File: config.mk
export PLATFORM = sky130hd
export DESIGN_NAME = regfile_wport_arbiter
export DESIGN_NICKNAME = d
export VERILOG_FILES = /design/src/rtl/regfile_wport_arbiter_pkg.sv /design/src/rtl/regwr_fifo.sv /design/src/rtl/regfile_wport_arbiter.sv
export SDC_FILE = /design/constraint.sdc
export NUM_CORES = 1
export LEC_CHECK = 0
export CORE_MARGIN = 2
export CORE_UTILIZATION = 29
export DETAILED_ROUTE_END_ITERATION = 7
export GPL_TIMING_DRIVEN = 0
export HOLD_SLACK_MARGIN = 0.08
export SETUP_SLACK_MARGIN = 0.15
export SYNTH_ARGS = -nofsm -noshare
export SYNTH_HDL_FRONTEND = slang
export SYNTH_SLANG_ARGS = --single-unit
File: constraint.sdc
create_clock -name clk -period 4.5 [get_ports clk]
set_input_delay 0.675 -clock clk [delete_from_list [all_inputs] [get_ports clk]]
set_output_delay 0.675 -clock clk [all_outputs]
set_load 0.05 [all_outputs]
File: src/rtl/regfile_wport_arbiter_pkg.sv
// Shared types and constants for the RegFile write-port arbiter.
// Reset level, register bus widths and the arbiter FSM states.
package regfile_wport_arbiter_pkg;

  localparam logic RST_ENABLE = 1'b0;
  localparam int   REG_AW     = 5;
  localparam int   REG_DW     = 32;

  typedef enum logic [1:0] {
    ST_IDLE,
    ST_PEND,
    ST_FORCE
  } arb_state_t;

endpackage

File: src/rtl/regwr_fifo.sv
// Circular queue of pending MDU results: addr, data and a kill bit
// per entry; wrap-around pointers plus count.
// Ports: i_push/i_pop enqueue/dequeue; i_kill_en/i_kill_addr mark
// matching live entries dead; i_raddr1/2 look up live entries
// (o_hit1/2); o_head_* present the oldest entry; o_empty/o_full/o_last
// report occupancy. REGARB_FWD_EN adds o_fwd_data1/2 (youngest match).
module regwr_fifo
  import regfile_wport_arbiter_pkg::*;
#(
  parameter int DEPTH = 2
) (
  input  logic              clk,
  input  logic              rst,
  input  logic              i_push,
  input  logic [REG_AW-1:0] i_push_addr,
  input  logic [REG_DW-1:0] i_push_data,
  input  logic              i_pop,
  input  logic              i_kill_en,
  input  logic [REG_AW-1:0] i_kill_addr,
  input  logic [REG_AW-1:0] i_raddr1,
  input  logic [REG_AW-1:0] i_raddr2,
  output logic              o_empty,
  output logic              o_full,
  output logic              o_last,
  output logic [REG_AW-1:0] o_head_addr,
  output logic [REG_DW-1:0] o_head_data,
  output logic              o_head_kill,
`ifdef REGARB_FWD_EN
  output logic [REG_DW-1:0] o_fwd_data1,
  output logic [REG_DW-1:0] o_fwd_data2,
`endif
  output logic              o_hit1,
  output logic              o_hit2
);

  localparam int AW = $clog2(DEPTH);

  logic [REG_AW-1:0] r_addr [DEPTH];
  logic [REG_DW-1:0] r_data [DEPTH];
  logic [DEPTH-1:0]  r_kill;
  logic [AW-1:0]     r_wptr;
  logic [AW-1:0]     r_rptr;
  logic [AW:0]       r_cnt;

  logic [DEPTH-1:0]  w_occ;
  logic [DEPTH-1:0]  w_kmatch;
  logic [DEPTH-1:0]  w_live1;
  logic [DEPTH-1:0]  w_live2;
  logic              w_push;
  logic              w_pop;

  assign o_empty = (r_cnt == '0);
  assign o_full  = (r_cnt == (AW+1)'(DEPTH));
  assign o_last  = (r_cnt == (AW+1)'(1));
  assign w_push  = i_push && !o_full;
  assign w_pop   = i_pop && !o_empty;

  assign o_head_addr = r_addr[r_rptr];
  assign o_head_data = r_data[r_rptr];
  assign o_head_kill = r_kill[r_rptr];

  // Per-entry compares; occupancy is the entry's age below count.
  always_comb begin
    w_occ    = '0;
    w_kmatch = '0;
    w_live1  = '0;
    w_live2  = '0;
    for (int i = 0; i < DEPTH; i++) begin
      w_occ[i] = {1'b0, AW'(AW'(i) - r_rptr)} < r_cnt;
      w_kmatch[i] = w_occ[i] && (r_addr[i] == i_kill_addr);
      w_live1[i] = w_occ[i] && !r_kill[i]
                   && (r_addr[i] == i_raddr1);
      w_live2[i] = w_occ[i] && !r_kill[i]
                   && (r_addr[i] == i_raddr2);
    end
  end

  assign o_hit1 = |w_live1;
  assign o_hit2 = |w_live2;

`ifdef REGARB_FWD_EN
  // Walk oldest to youngest so the last match wins.
  always_comb begin
    o_fwd_data1 = '0;
    o_fwd_data2 = '0;
    for (int k = 0; k < DEPTH; k++) begin
      if (w_live1[AW'(r_rptr + AW'(k))])
        o_fwd_data1 = r_data[AW'(r_rptr + AW'(k))];
      if (w_live2[AW'(r_rptr + AW'(k))])
        o_fwd_data2 = r_data[AW'(r_rptr + AW'(k))];
    end
  end
`endif

  always_ff @(posedge clk) begin
    if (rst == RST_ENABLE) begin
      r_wptr <= '0;
      r_rptr <= '0;
      r_cnt  <= '0;
      r_kill <= '0;
      for (int i = 0; i < DEPTH; i++) begin
        r_addr[i] <= '0;
        r_data[i] <= '0;
      end
    end else begin
      if (i_kill_en)
        r_kill <= r_kill | w_kmatch;
      // Slot being pushed is never occupied, so it stays unkilled.
      if (w_push) begin
        r_addr[r_wptr] <= i_push_addr;
        r_data[r_wptr] <= i_push_data;
        r_kill[r_wptr] <= 1'b0;
        r_wptr         <= r_wptr + AW'(1);
      end
      if (w_pop)
        r_rptr <= r_rptr + AW'(1);
      unique case ({w_push, w_pop})
        2'b10:   r_cnt <= r_cnt + (AW+1)'(1);
        2'b01:   r_cnt <= r_cnt - (AW+1)'(1);
        default: r_cnt <= r_cnt;
      endcase
    end
  end

endmodule

File: src/rtl/regfile_wport_arbiter.sv
// Shares the RegFile write port between MEM/WB (always wins) and queued
// MDU results; starved results raise stall_req. Optional: REGARB_FWD_EN.
// Ports: pipe_* MEM/WB write; mdu_* MDU result in + mdu_ready;
// wb_* registered RegFile write; id_re/id_raddr 1/2 in, hazard1/2 out;
// stall_req registered freeze request; fwd_valid/fwd_data 1/2 with FWD.
module regfile_wport_arbiter
  import regfile_wport_arbiter_pkg::*;
#(
  parameter int FIFO_DEPTH = 2,
  parameter int MAX_WAIT   = 4
) (
  input  logic        clk,
  input  logic        rst,
  input  logic        pipe_we,
  input  logic [4:0]  pipe_addr,
  input  logic [31:0] pipe_data,
  input  logic        mdu_valid,
  output logic        mdu_ready,
  input  logic [4:0]  mdu_addr,
  input  logic [31:0] mdu_data,
  output logic        wb_we,
  output logic [4:0]  wb_addr,
  output logic [31:0] wb_data,
  input  logic        id_re1,
  input  logic        id_re2,
  input  logic [4:0]  id_raddr1,
  input  logic [4:0]  id_raddr2,
`ifdef REGARB_FWD_EN
  output logic        fwd_valid1,
  output logic        fwd_valid2,
  output logic [31:0] fwd_data1,
  output logic [31:0] fwd_data2,
`endif
  output logic        hazard1,
  output logic        hazard2,
  output logic        stall_req
);

  localparam int WW = $clog2(MAX_WAIT + 1);

  arb_state_t  r_state;
  arb_state_t  w_state_next;
  logic [WW-1:0] r_wait;
  logic        r_stall;
  logic        r_wb_we;
  logic [4:0]  r_wb_addr;
  logic [31:0] r_wb_data;

  logic        w_empty;
  logic        w_full;
  logic        w_last;
  logic [4:0]  w_head_addr;
  logic [31:0] w_head_data;
  logic        w_head_kill;
  logic        w_hit1;
  logic        w_hit2;
  logic        w_grant;
  logic        w_push;
  logic        w_pop;
  logic        w_rd1;
  logic        w_rd2;
`ifdef REGARB_FWD_EN
  logic [31:0] w_fwd1;
  logic [31:0] w_fwd2;
`endif

  // A write to r0 is a no-op, so it leaves the slot free.
  assign w_grant   = pipe_we && (pipe_addr != '0);
  assign mdu_ready = !w_full;
  // r0 results are accepted but never enter the queue.
  assign w_push    = mdu_valid && !w_full && (mdu_addr != '0);
  assign w_pop     = !w_grant && !w_empty;
  assign w_rd1     = id_re1 && (id_raddr1 != '0);
  assign w_rd2     = id_re2 && (id_raddr2 != '0);

  regwr_fifo #(
    .DEPTH (FIFO_DEPTH)
  ) u_fifo (
    .clk         (clk),
    .rst         (rst),
    .i_push      (w_push),
    .i_push_addr (mdu_addr),
    .i_push_data (mdu_data),
    .i_pop       (w_pop),
    .i_kill_en   (w_grant),
    .i_kill_addr (pipe_addr),
    .i_raddr1    (id_raddr1),
    .i_raddr2    (id_raddr2),
    .o_empty     (w_empty),
    .o_full      (w_full),
    .o_last      (w_last),
    .o_head_addr (w_head_addr),
    .o_head_data (w_head_data),
    .o_head_kill (w_head_kill),
`ifdef REGARB_FWD_EN
    .o_fwd_data1 (w_fwd1),
    .o_fwd_data2 (w_fwd2),
`endif
    .o_hit1      (w_hit1),
    .o_hit2      (w_hit2)
  );

`ifdef REGARB_FWD_EN
  assign fwd_valid1 = w_rd1 && w_hit1;
  assign fwd_valid2 = w_rd2 && w_hit2;
  assign fwd_data1  = w_fwd1;
  assign fwd_data2  = w_fwd2;
  assign hazard1    = 1'b0;
  assign hazard2    = 1'b0;
`else
  assign hazard1    = w_rd1 && w_hit1;
  assign hazard2    = w_rd2 && w_hit2;
`endif

  assign wb_we     = r_wb_we;
  assign wb_addr   = r_wb_addr;
  assign wb_data   = r_wb_data;
  assign stall_req = r_stall;

  always_comb begin
    w_state_next = r_state;
    unique case (r_state)
      ST_IDLE: begin
        if (w_push)
          w_state_next = ST_PEND;
      end
      ST_PEND: begin
        if (r_wait == WW'(MAX_WAIT))
          w_state_next = ST_FORCE;
        else if (w_pop && w_last && !w_push)
          w_state_next = ST_IDLE;
      end
      ST_FORCE: begin
        if (w_empty && !w_push)
          w_state_next = ST_IDLE;
      end
      default: w_state_next = ST_IDLE;
    endcase
  end

  always_ff @(posedge clk) begin
    if (rst == RST_ENABLE) begin
      r_state   <= ST_IDLE;
      r_wait    <= '0;
      r_stall   <= 1'b0;
      r_wb_we   <= 1'b0;
      r_wb_addr <= '0;
      r_wb_data <= '0;
    end else begin
      r_state <= w_state_next;
      r_stall <= (w_state_next == ST_FORCE);
      if (w_empty || w_pop)
        r_wait <= '0;
      else if (r_wait != WW'(MAX_WAIT))
        r_wait <= r_wait + WW'(1);
      if (w_grant) begin
        r_wb_we   <= 1'b1;
        r_wb_addr <= pipe_addr;
        r_wb_data <= pipe_data;
      end else if (w_pop && !w_head_kill) begin
        r_wb_we   <= 1'b1;
        r_wb_addr <= w_head_addr;
        r_wb_data <= w_head_data;
      end else begin
        r_wb_we   <= 1'b0;
        r_wb_addr <= '0;
        r_wb_data <= '0;
      end
    end
  end

endmodule

==> impl_metrics.csv, run 1 <==
group,metric,value,unit
placed_design,gp_congestion,0.814,
sta,finClkSkew,0.0128,ns
floorplan,core_area,17900,um2
synth,synth_top_area_frac,0.421,
global_routing,grt_max_degree,26,
floorplan,ios,132,
floorplan,initial_core_util,0.295,
clock_tree,cts_resized,0,
synth,yosysUniqueCellTypes,32,
final_layout,layout_common_cells,"130 x clkdlybuf4s50_1, 75 x and2_1, 74 x edfxtp_1",
clock_tree,post_cts_buffers,0,
clock_tree,cts.sink_count,125,
synth,synth_area,5280,um2
drt,routed_wl,13000,um
synth,ys_seq_area_frac,0.615,
sta,tns,0,ns
synth,ys_ff_latch,125,
critical_path,cp_slowest_stage_delay,0.83,ns
sta,post-route-period-util,0.741,
sta,worst_pin_slew,1.11,ns
critical_path,crit_path_frequent_cell,"clkdlybuf4s50_1",
status,status,"finished clean",
synth,syn_area_per_cell,13.0,um2
drt,drt_iter0_markers,210,
clock_tree,hold_buffers,0,
sta,report.final.hold_viol_count,0,
synth,yosys.area.top_type,"edfxtp_1",
floorplan,die_area,19300,um2
global_routing,grt_pass1_wl,20700,um
power_and_ir_drop,p_per_area,482,nW/um2
final_layout,final_util,0.417,
floorplan,die_y,139,um
sta,relSlewSlack,0.257,
synth,syn_inst,405,
synth,synth-simple-area-share,0.129,
drt,wl_per_cell,16.2,um
synth,synth_top_family_by_area,"simple AND/OR/NAND/NOR gates",
critical_path,path_max_fanout,3,
synth,synthFlopType,"edfxtp_1",
final_layout,nets,653,
critical_path,worstSetupPathType,"in2out",
clock_tree,cts_buffers,17,
power_and_ir_drop,ir_drop,0.273,mV
floorplan,die_w,139,um
synth,synth_compound_area_frac,0.0875,
final_layout,drive_above_1_share,0.0667,
critical_path,critPathRequiredTime,3.83,ns
global_routing,antenna_found_initial,1,
clock_tree,cts_root_buffer,"clkbuf_16",
sta,rsz0062_at_grt,"no",
synth,synth_adder_area_share,0.0142,
critical_path,crit_buf_inv,2,
sta,slew_viol_final,0,
placed_design,io_buffers,130,
synth,syn-num-nets,501,
global_routing,grt_remaining_overflow,0,
clock_tree,clk_path_buf_depth,2,
critical_path,arrival,2.66,ns
drt,dr.pass1.iters,4,
synth,synth_xor_area_frac,0.0564,
hold_path,min_path_type,"reg2reg",
synth,synthMuxAreaShare,0.0742,
run,drv_cap,0,
sta,fmax,300,MHz
critical_path,crit_path_top_delay_cell,"clkdlybuf4s50_1",
global_routing,grt_pass1_vias,3858,
drt,vias,3636,
critical_path,setup.worst_path.end_class,"primary output",
floorplan,placementRows,49,
critical_path,start_kind,"input port",
global_routing,grtUsageTotal,0.140,
clock_tree,h-tree-depth,4,
placed_design,hpwlAfterDp,9450,um
power_and_ir_drop,p_leak,2.69,nW
critical_path,cp_top_family,"buffers and inverters",
drt,vias_per_cell,4.55,
sta,finalSetupViolCount,0,
clock_tree,clkTransAtPathRegs,0.05,ns
synth,ys_async_sr_fraction,0,
synth,synth-warning-count,0,
final_layout,fillCellCount,1671,
sta,min_period,3.33,ns
final_layout,final_common_cell,"clkdlybuf4s50_1",
drt,ant_nets,0,
synth,ys_top_cells_by_area,"edfxtp_1 42%, dfxtp_1 19%, and2_1 8.9%",
drt,drc,0,
clock_tree,cts_tree,"yes",
clock_tree,clock_insertion_delay_worst_skew,0.41,ns
synth,synth_edf_count,74,
final_layout,area_delta_synth_final,41.6,%
critical_path,path_cells,"clkdlybuf4s50_1 -> xor2_1 -> nor3_1 -> nand4_1 -> a21oi_1 -> clkdlybuf4s50_1",
==> Yosys cell counts (all sizes together), types with 2 or more instances <==
cell / n
or4: 5
nand3: 3
nand2b: 3
nand2: 3
o2bb2ai: 35
buf: 5
a41oi: 2
nand4: 4
dfxtp: 51
xnor2: 14
ha: 6
nor3: 9
o21ai: 9
o21a: 3
and2: 75
nor2: 8
clkbuf: 15
nand3b: 2
mux2i: 38
xor2: 20
inv: 7
a21oi: 8
edfxtp: 74
==> per-layer routing <==
metal / global-route usage / vias up / share of wire
met5: 0 / - / 0
met4: 0.0537 / 0 / 0.016
met3: 0.0497 / 17 / 0.067
met2: 0.231 / 104 / 0.49
met1: 0.169 / 1741 / 0.43
li1: - / 1774 / -
==> final timing paths <==
kind	start	to	slack (ns)	cells past startpoint
min reg2reg	r_state[0]	r_state[0]	0.51	2
max reg2reg	u_fifo.r_cnt[0]	u_fifo.r_addr[0][0]	1.66	7
min	r_state[0]	r_state[0]	0.51	2
max	id_raddr1[3]	hazard1	1.17	6
==> through the flow <==
step	power, mW	setup slack [ns]	area [um2]	std cells	hold WS, ns
4_1_cts	3.65	1.16	7460	798	0.499
3_3_place_gp	2.37	-2.15	6860	764	0.479
6_report	3.60	1.17	7470	800	0.507
2_1_floorplan	2.05	0.0415	5280	405	0.458
3_5_place_dp	2.40	0.992	6930	766	0.488
5_1_grt	3.78	1.02	7470	799	0.525
==> registers in the layout (all words and copies together), names as in the netlist, named ones only <==
| signal | flops |
|---|---|
| u_fifo.r_wptr | 1 |
| stall_req | 1 |
| u_fifo.r_data | 64 |
| u_fifo.r_cnt | 2 |
| wb_data | 32 |
| u_fifo.r_addr | 10 |
| r_wait | 3 |
| u_fifo.r_kill | 2 |
| u_fifo.r_rptr | 1 |
| r_state | 2 |
| wb_we | 1 |
| wb_addr | 5 |
==> logic make-up (layout without fill, tap and decap cells) <==
| family | Yosys count | in the layout |
|---|---|---|
| DFF | 125 | 125 |
| and+or+nand+nor | 114 | 114 |
| AOI/OAI and AO/OA | 60 | 60 |
| muxes | 39 | 39 |
| xor gates and xnor gates | 34 | 34 |
| buffers and inverters | 27 | 192 |
| adders and majority gates | 6 | 6 |
| other | 0 | 1 |
==> worst min-delay path: cells and delay by family, from the launching register on <==
family,cells,cell delay [ns]
AO/OA/AOI/OAI,2,0.14
flip-flops,1,0.32
==> final cells by class <==
cell class,count,area [um2],share of cell area
sequential,125,3240,0.434
multi-input combinational,253,1930,0.259
timing repair buffer,133,1350,0.180
buffer,20,97.6,0.0131
inverter,7,26.3,0.00352
clock buffer,22,464,0.0621
clock inverter,10,71.3,0.00955
tap,229,287,0.0384
antenna,1,2.50,0.000335
==> report_power, final <==
part,total (mW),internal (mW),switching [mW]
logic,0.881,0.362,0.519
clock network,1.24,0.775,0.464
registers,1.48,1.40,0.0795
No activity file was read; power rests on OpenSTA's default activity.
==> run 2: changes to the inputs <==
clock period = 3.05 ns   (was 4.5 ns; I/O delays follow)
==> run 2 against run 1 <==
Against the previous run: clock-buffer cell count fell by 2; cell area rose by 0.15%; register-to-register slack got worse by 1.2 ns; first-iteration DRC count shrank 36%; sequential power is 48% higher; flip-flop and latch count did not move; setup slack worse by 0.80 ns; wire length up 1.4%; critical endpoint is now u_fifo.r_addr[1][1].
==> impl_metrics.csv, run 2 (same netlist as run 1, synthesis figures left out) <==
group,metric,value,unit
placed_design,dp.cells,766,
sta,finClkSkew,0.00694,ns
power_and_ir_drop,p_sw,1.62,mW
clock_tree,cts_root_buffer,"clkbuf_16",
sta,slew_viol_final,0,
global_routing,grtUsageTotal,0.140,
power_and_ir_drop,pwr-share-seq,0.410,
power_and_ir_drop,p_per_area,714,nW/um2
global_routing,grt_pass1_vias,3915,
final_layout,final_common_cell,"clkdlybuf4s50_1",
sta,fmax,373,MHz
clock_tree,cts.sink_count,125,
placed_design,gp_congestion,0.777,
clock_tree,clk_path_buf_depth,2,
final_layout,final_cells,798,
floorplan,initial_core_util,0.295,
sta,worst_pin_slew,0.910,ns
final_layout,area_delta_synth_final,41.8,%
power_and_ir_drop,clkPwrFrac,0.345,
floorplan,core_area,17900,um2
drt,wl_per_cell,16.5,um
clock_tree,h-tree-depth,4,
status,status,"finished clean",
sta,rsz0062_at_grt,"no",
power_and_ir_drop,switching_share,0.304,
clock_tree,cts_buffers,17,
drt,routed_wl,13200,um
critical_path,start_kind,"input port",
power_and_ir_drop,p_total,5.34,mW
floorplan,die_y,139,um
global_routing,grt_remaining_overflow,0,
power_and_ir_drop,ir_drop,0.398,mV
drt,dr.pass1.iters,4,
floorplan,die_area,19300,um2
final_layout,regMostFlops,"u_fifo.r_data",
hold_path,min_path_type,"reg2reg",
sta,report.final.hold_viol_count,0,
floorplan,ios,132,
sta,whs,0.505,ns
final_layout,antennaDiodeCount,0,
critical_path,arrival,2.84,ns
sta,finalSetupViolCount,0,
drt,vias,3667,
final_layout,largest_reg_flops,64,
placed_design,io_buffers,130,
power_and_ir_drop,p_int,3.72,mW
sta,relSlewSlack,0.390,
drt,drt_iter0_markers,134,
drt,vias_per_cell,4.60,
global_routing,antenna_found_initial,1,
global_routing,grt_pass1_wl,20600,um
sta,post-route-period-util,0.878,
final_layout,drive_above_1_share,0.0685,
critical_path,path_max_fanout,10,
drt,ant_nets,0,
critical_path,critPathRequiredTime,3.21,ns
clock_tree,clkTransAtPathRegs,0.06,ns
drt,drc,0,
floorplan,placementRows,49,
floorplan,die_w,139,um
power_and_ir_drop,p_leak,2.69,nW
critical_path,worstSetupPathType,"in2reg",
clock_tree,cts_tree,"yes",
clock_tree,clock_insertion_delay_worst_skew,0.41,ns
final_layout,final_area,7480,um2
placed_design,place_area,6940,um2
sta,min_period,2.68,ns
final_layout,layout_common_cells,"128 x clkdlybuf4s50_1, 75 x and2_1, 74 x edfxtp_1",
clock_tree,hold_buffers,0,
critical_path,setup.worst_path.end_class,"register",
run,drv_cap,0,
placed_design,hpwlAfterDp,9430,um
power_and_ir_drop,combPwrFrac,0.245,
global_routing,grt_max_degree,26,
final_layout,nets,652,
## run 2: cell types whose count changed in the layout (fill, tap and decap cells not counted)
cell	before	now
nor3_2	0	2
dlymetal6s2s_1	0	1
nor3_1	9	7
clkinvlp_4	0	4
clkinv_4	0	2
buf_12	2	1
dlygate4sd2_1	0	1
clkbuf_8	2	0
clkinv_2	6	2
clkdlybuf4s50_1	130	128
buf_2	1	0
buf_16	0	1
diode_2	1	0
## run 2: area by class of cell
cell class                      count  area (um2)
Fill cell                        1642       10400
Clock inverter                     12        98.8
Multi-Input combinational cell    253        1940
Buffer                             20        97.6
Tap cell                          229         287
Clock buffer                       20         437
Timing Repair Buffer              132        1350
Sequential cell                   125        3240
Inverter                            7        26.3
## run 2: power by group through the flow
stage / logic (mW) / clock network (mW) / registers [mW]
floorplan: 0.630 / 0 / 2.39
CTS: 1.33 / 1.88 / 2.19
global route: 1.41 / 1.95 / 2.22
finish: 1.31 / 1.84 / 2.19
detailed placement: 1.32 / 0 / 2.22
global placement: 1.26 / 0 / 2.22
## run 2: routing by layer
| metal | wire length (um) | global-route usage | vias to the layer above |
|---|---|---|---|
| met5 | 0 | 0 | - |
| li1 | - | - | 1770 |
| met3 | 633 | 0.0439 | 16 |
| met4 | 200 | 0.0521 | 0 |
| met1 | 5940 | 0.169 | 1787 |
| met2 | 6410 | 0.236 | 94 |
## run 2: worst paths after layout
path                    endpoint             from  cells past startpoint  slack [ns]
max          u_fifo.r_addr[1][1]      mdu_addr[3]                      6        0.37
min                   r_state[0]       r_state[0]                      2        0.51
max reg2reg  u_fifo.r_addr[1][2]  u_fifo.r_cnt[0]                      7        0.42
min reg2reg           r_state[0]       r_state[0]                      2        0.51
## run 2: what timing repair did
| action | 4_1_cts | 5_1_grt |
|---|---|---|
| setup endpoints to repair | 1 | 31 |
| gates resized for setup | 1 | 2 |
| buffers inserted | 0 | 0 |
## run 2: worst max-delay path, stage by stage
cell and delay [ns]:
clkdlybuf4s50_1 0.43, or4_1 0.59, o211ai_2 0.53, nor3_2 0.29
clkbuf_1 0.30, and2_1 0.23
## run 2: metrics by stage
| step | setup TNS (ns) | setup slack, ns | util |
|---|---|---|---|
| 2_1_floorplan | -29.54 | -0.392 | - |
| 3_3_place_gp | -128.14 | -1.62 | 0.383 |
| 3_5_place_dp | -3.65 | -0.126 | 0.388 |
| 4_1_cts | 0 | 0.171 | 0.417 |
| 5_1_grt | 0 | 0.259 | 0.418 |
| 6_report | 0 | 0.372 | 0.418 |
